File: config.mk
export PLATFORM = sky130hd
export DESIGN_NAME = core2wb_bridge
export DESIGN_NICKNAME = d
export VERILOG_FILES = /design/src/rtl/core2wb_bridge.sv
export SDC_FILE = /design/constraint.sdc
export NUM_CORES = 1
export LEC_CHECK = 0
export CORE_AREA = 2 2 83 85
export DETAILED_ROUTE_END_ITERATION = 7
export DIE_AREA = 0 0 85 87
export PLACE_DENSITY = 0.67
export SLEW_MARGIN = 20
export SYNTH_ARGS = -nofsm -noshare
export SYNTH_HDL_FRONTEND = slang
export SYNTH_SLANG_ARGS = --single-unit
File: constraint.sdc
create_clock -name clk -period 1.8 [get_ports clk]
set_input_delay 0.18 -clock clk [delete_from_list [all_inputs] [get_ports clk]]
set_output_delay 0.18 -clock clk [all_outputs]
set_load 0.03 [all_outputs]
File: src/rtl/core2wb_bridge.sv
// core2wb_bridge: Ibex req/gnt/rvalid memory port to a pipelined Wishbone B4 master.
// Define CORE2WB_RESP_REG_EN to register the response path (one extra cycle of latency).
module core2wb_bridge #(
  parameter int unsigned MAX_OUTSTANDING = 2
) (
  input  logic        clk,
  input  logic        rst,
  input  logic        core_req,
  output logic        core_gnt,
  input  logic        core_we,
  input  logic [3:0]  core_be,
  input  logic [31:0] core_addr,
  input  logic [31:0] core_wdata,
  output logic        core_rvalid,
  output logic [31:0] core_rdata,
  output logic        core_err,
  output logic        wb_cyc,
  output logic        wb_stb,
  output logic        wb_we,
  output logic [3:0]  wb_sel,
  output logic [31:0] wb_adr,
  output logic [31:0] wb_dat_o,
  input  logic [31:0] wb_dat_i,
  input  logic        wb_ack,
  input  logic        wb_err,
  input  logic        wb_stall
);

  localparam int unsigned CW = $clog2(MAX_OUTSTANDING + 1);
  localparam logic [CW-1:0] MAX_CNT = CW'(MAX_OUTSTANDING);

  logic [CW-1:0] cnt;
  logic [CW-1:0] cnt_d;
  logic          busy;
  logic          resp;
  logic          rvalid_c;
  logic          err_c;

  assign busy     = (cnt != '0);
  assign wb_stb   = core_req & (cnt < MAX_CNT);
  assign core_gnt = wb_stb & ~wb_stall;
  assign wb_we    = core_we;
  assign wb_sel   = core_be;
  assign wb_adr   = core_addr;
  assign wb_dat_o = core_wdata;

  // Responses with nothing outstanding are stray and must not underflow cnt.
  assign resp     = (wb_ack | wb_err) & busy;
  assign rvalid_c = resp;
  assign err_c    = wb_err & rvalid_c;

  always_comb begin
    cnt_d = cnt;
    unique case ({core_gnt, resp})
      2'b10:   cnt_d = cnt + 1'b1;
      2'b01:   cnt_d = cnt - 1'b1;
      default: cnt_d = cnt;
    endcase
  end

  always_ff @(posedge clk or posedge rst) begin
    if (rst) begin
      cnt <= '0;
    end else begin
      cnt <= cnt_d;
    end
  end

`ifdef CORE2WB_RESP_REG_EN
  logic        rvalid_q;
  logic        err_q;
  logic [31:0] rdata_q;

  always_ff @(posedge clk or posedge rst) begin
    if (rst) begin
      rvalid_q <= 1'b0;
      err_q    <= 1'b0;
      rdata_q  <= '0;
    end else begin
      rvalid_q <= rvalid_c;
      err_q    <= err_c;
      rdata_q  <= wb_dat_i;
    end
  end

  // Hold the cycle open until the registered response has reached the core.
  assign wb_cyc      = wb_stb | busy | rvalid_q;
  assign core_rvalid = rvalid_q;
  assign core_err    = err_q;
  assign core_rdata  = rdata_q;
`else
  assign wb_cyc      = wb_stb | busy;
  assign core_rvalid = rvalid_c;
  assign core_err    = err_c;
  assign core_rdata  = wb_dat_i;
`endif

endmodule

After elaboration in Yosys (flattened, before gate mapping)
Cells that the tools add are included.

Input port bits: 107. Output and inout bits: 106. Bits in registers: 2. Word-level logic and storage cells: 16.

$add $sub $neg: 2. Equal/unequal tests: 2. Bitwise operators: 7. Reduce and logical (&&, ||, !) cells: 2. Muxes and demuxes: 1. Magnitude comparators: 1.

Operator list (number): AND 1 bit (4); one-hot mux 2 bit (2 select lines) (1); nonzero test 2 bit (2); adder 2 x 1 -> 2 bit (second input constant) (1); equality test 2 x 1 -> 1 bit (second input constant) (1); equality test 2 bit (second input constant) (1); less-than comparator 2 bit (second input constant) (1); bitwise OR 1 bit (2); subtractor 2 x 1 -> 2 bit (second input constant) (1); NOT 1 bit (1).

Logic depth before layout (Yosys ltp)
Gate-level depths: netlist of run 1.

Word-level depth: 5. Mapped depth: 6.

Worst setup path after synthesis of run 1
OpenSTA, ideal clock, no wires.

Path kind: reg-to-reg. Start: reg cnt[1]. End: reg cnt[1]. Arrival: 1.628 ns. Stages on the path, launching flop included: 6. Path buffers: 0. Clock period less this slack: 1.707 ns. Path slack: 0.093 ns. Required time: 1.721 ns. Setup time: 0.079 ns. Cells stage by stage: dfrtp_1 > nor2b_1 > nand2b_1 > ha_1 > nor2_1 > xor2_1.

Word-level cells in the longest chain between the ends: 5.

Ends and longest elaborated chain: from (decl) (line 32) `logic [CW-1:0] cnt;`; from (signal assigned) (line 65) `cnt <= cnt_d;`; less-than comparator 2 bit (*) (line 40) `assign wb_stb = core_req & (cnt < MAX_CNT);`; AND 1 bit (*) (line 40); net wb_stb (line 18) `output logic wb_stb,`; AND 1 bit (*) (line 41) `assign core_gnt = wb_stb & ~wb_stall;`; equality test 2 x 1 -> 1 bit or equality test 2 bit (tied branches) (line 54) `unique case ({core_gnt, resp})`; one-hot mux 2 bit (2 select lines) or nonzero test 2 bit (tied branches).

The timed path passes the listed nets; every way through them passes the cells marked *. A chain may end at the register's enable or synchronous reset.

Final worst setup path of run 1
Start: in core_req. End: out wb_stb.

Word-level cells in the longest chain between the ends: 1.

Ends and longest elaborated chain: from (decl) (line 8) `input logic core_req,`; AND 1 bit (line 40); to (decl) (line 18).

No other way between the ends.

==> flow_summary.json, run 1 <==
{
  "cpMaxStageDelayCell": "clkdlybuf4s50_1",
  "leakage_nw": 0.133,
  "hold_viol": 0,
  "initial_core_util": 0.136,
  "drv_slew": 0,
  "crit_chain": "clkdlybuf4s50_1, nor2b_1, clkdlybuf4s50_1",
  "wl_per_cell_um": 18.7,
  "setup_viol": 0,
  "antenna_cells": 0,
  "antenna_found_initial": 0,
  "drv_cap": 0,
  "multi_input_area_um2": 80.1,
  "register_area_um2": 50.0,
  "ys_types": 12,
  "io_pins": 213,
  "routed_via_density": 2.84,
  "synth_common_cells": "buf_4 (101), dfrtp_1 (2), inv_1 (2), xnor2_1 (2)",
  "synth_edf_count": 0,
  "fin_cells": 107,
  "outcome": "complete, no violations",
  "final_antenna_net_count": 0,
  "hold_ws_ns": 0.136,
  "track_usage": 0.0521,
  "final.period_utilization": 0.936,
  "drive_gt1_frac": 0.296,
  "syn2layout_area_growth_pct": -57.1,
  "final_util": 0.0585,
  "dpl-instance-area_um2": 343,
  "final.setup.tns_ns": 0,
  "critPathKind": "input port to primary output",
  "place.gp.congestion": 0.601,
  "dp_cells": 104,
  "crit_top_cell": "clkdlybuf4s50_1",
  "cts_sinks": 2,
  "crit_arrival_ns": 1.50,
  "grt_setup_unrepaired": "no",
  "cts_setup_buffers": 0,
  "power_density_nw_per_um2": 1520,
  "ys_ff_latch": 2,
  "postSynthCellCount": 115,
  "core_area_um2": 6570,
  "ctsHoldBuffers": 0,
  "grt_max_degree": 6,
  "fillers": 758,
  "synthesis.area_um2": 896,
  "clockBufferDepth": 2,
  "cts_tree": "done",
  "io_buffers": 10,
  "yosysTopAreaCell": "buf_4",
  "ys_dominant_reg_cell": "dfrtp_1",
  "die_x_um": 85,
  "cp.required_ns": 1.62,
  "cp_slowest_stage_delay_ns": 0.69,
  "skew_ns": 0.00106,
  "synth_area_leaders": "buf_4 (85%), dfrtp_1 (5.6%), xnor2_1 (2.0%)",
  "cts_max_level": 1,
  "wl_mm": 2.00,
  "fmax_mhz": 594,
  "cp-end-kind": "primary output",
  "vias": 304,
  "critPathMaxFanout": 2,
  "synth_warnings": 0,
  "cp.buffers_inverters": 2,
  "critPathLaunchType": "input port",
  "path_clk_slew_ns": 0.03,
  "ir_drop_v": 0.000181,
  "syn-num-nets": 223,
  "fin_crit_ns": 1.68,
  "cpLargestDelayFamily": "buffers and inverters",
  "yosysTopAreaCellShare": 0.846,
  "fp.dieH_um": 87,
  "nNetsFinal": 137,
  "grt_pass1_wl_mm": 2.59,
  "avgSynthCellArea_um2": 7.79,
  "cts_buffers": 3,
  "reg.largest.list": "cnt (2)",
  "root_buffer": "clkbuf_8",
  "slew-limit-headroom": 0.773,
  "grt_pass1_vias": 383,
  "drc_errors": 0,
  "yosysMostFrequentCell": "buf_4",
  "hp-class": "input port to asynchronous set/reset pin",
  "yosysSeqAreaShare": 0.0559,
  "stdcell_area_um2": 384,
  "worst_pin_slew_ns": 0.340,
  "die_area_um2": 7400,
  "rows": 30,
  "async_flop_share": 1.00,
  "cts_resized": 0,
  "gr-total-overflow": 0,
  "clk_latency_ns": 0.21,
  "largest_reg_flops": 2,
  "detailedRoute.firstIterationViolations": 2,
  "firstDrtPassIters": 2,
  "regMostFlops": "cnt"
}
==> cell usage in the layout (no fill, tap or decap) <==
| cell | count |
|---|---|
| nor2b_1 | 1 |
| clkdlybuf4s50_1 | 7 |
| dfrtp_1 | 2 |
| nand2b_1 | 1 |
| or3_2 | 1 |
| buf_12 | 1 |
| inv_1 | 2 |
| buf_4 | 2 |
| o21a_1 | 1 |
| nor2_1 | 1 |
| xor2_1 | 1 |
| o22a_2 | 1 |
| xnor2_1 | 2 |
| ha_1 | 1 |
| clkbuf_8 | 3 |
==> area by class of cell <==
type | count | area share
repair buffers | 10 | 0.274
well taps | 80 | 0.261
multi-input cells | 10 | 0.208
flip-flops and latches | 2 | 0.130
clock buffers | 3 | 0.107
inverters | 2 | 0.0195
==> path summary, 6_finish.rpt <==
check,start,to,slack (ns),cells past startpoint
max in group asynchronous,rst,cnt[1],1.54,2
worst min-delay path,rst,cnt[0],0.14,2
worst max register to register,cnt[1],cnt[1],0.42,5
worst min register to register,cnt[1],cnt[1],0.54,1
min in group clk,wb_dat_i[24],core_rdata[24],0.36,0
worst max-delay path,core_req,wb_stb,0.12,3
==> logic make-up (layout without fill, tap and decap cells) <==
group | Yosys count | count (layout) | share of synthesized area
buffers and inverters | 103 | 15 | 0.855
AND/OR/NAND/NOR | 4 | 4 | 0.0265
XOR/XNOR | 3 | 3 | 0.0293
AO/OA/AOI/OAI | 2 | 2 | 0.0196
flip-flops | 2 | 2 | 0.0559
adder cells (fa/ha/maj) | 1 | 1 | 0.0140
==> per-layer routing <==
layer  GRT usage  share of wire  up-vias
met5           0              0        -
met4      0.0981           0.19        0
met3      0.0749           0.32       58
met2      0.0547           0.34       75
met1      0.0226           0.15       99
li1            -              -       72
==> stage by stage <==
stage,total power [mW],worst slack (ns)
global route,0.641,0.0422
global placement,0.418,0.106
CTS,0.605,0.104
floorplan,0.705,0.0926
detailed placement,0.420,0.113
finish,0.585,0.116
==> where the power goes <==
group | internal, mW | total [mW] | switching (mW)
Combinational | 0.152 | 0.303 | 0.150
Clock | 0.141 | 0.175 | 0.0336
Sequential | 0.0722 | 0.107 | 0.0347
Total | 0.366 | 0.585 | 0.219
==> worst register-to-register path, stage by stage (launching register included) <==
cell and delay (ns):
dfrtp_1 0.41, nor2b_1 0.17, nand2b_1 0.10, ha_1 0.32
nor2_1 0.14, xor2_1 0.16
(Power assumes the default switching activity.)
==> inputs of run 2 (changes only) <==
--- a/config.mk
+++ b/config.mk
@@ -6,6 +6,7 @@
 export NUM_CORES = 1
 export LEC_CHECK = 0
 export CORE_AREA = 2 2 83 85
+export CTS_CLUSTER_SIZE = 24
 export DETAILED_ROUTE_END_ITERATION = 7
 export DIE_AREA = 0 0 85 87
 export PLACE_DENSITY = 0.67
==> results of run 2 <==
No change in the layout: final DEF, timing and power equal those of run 1.
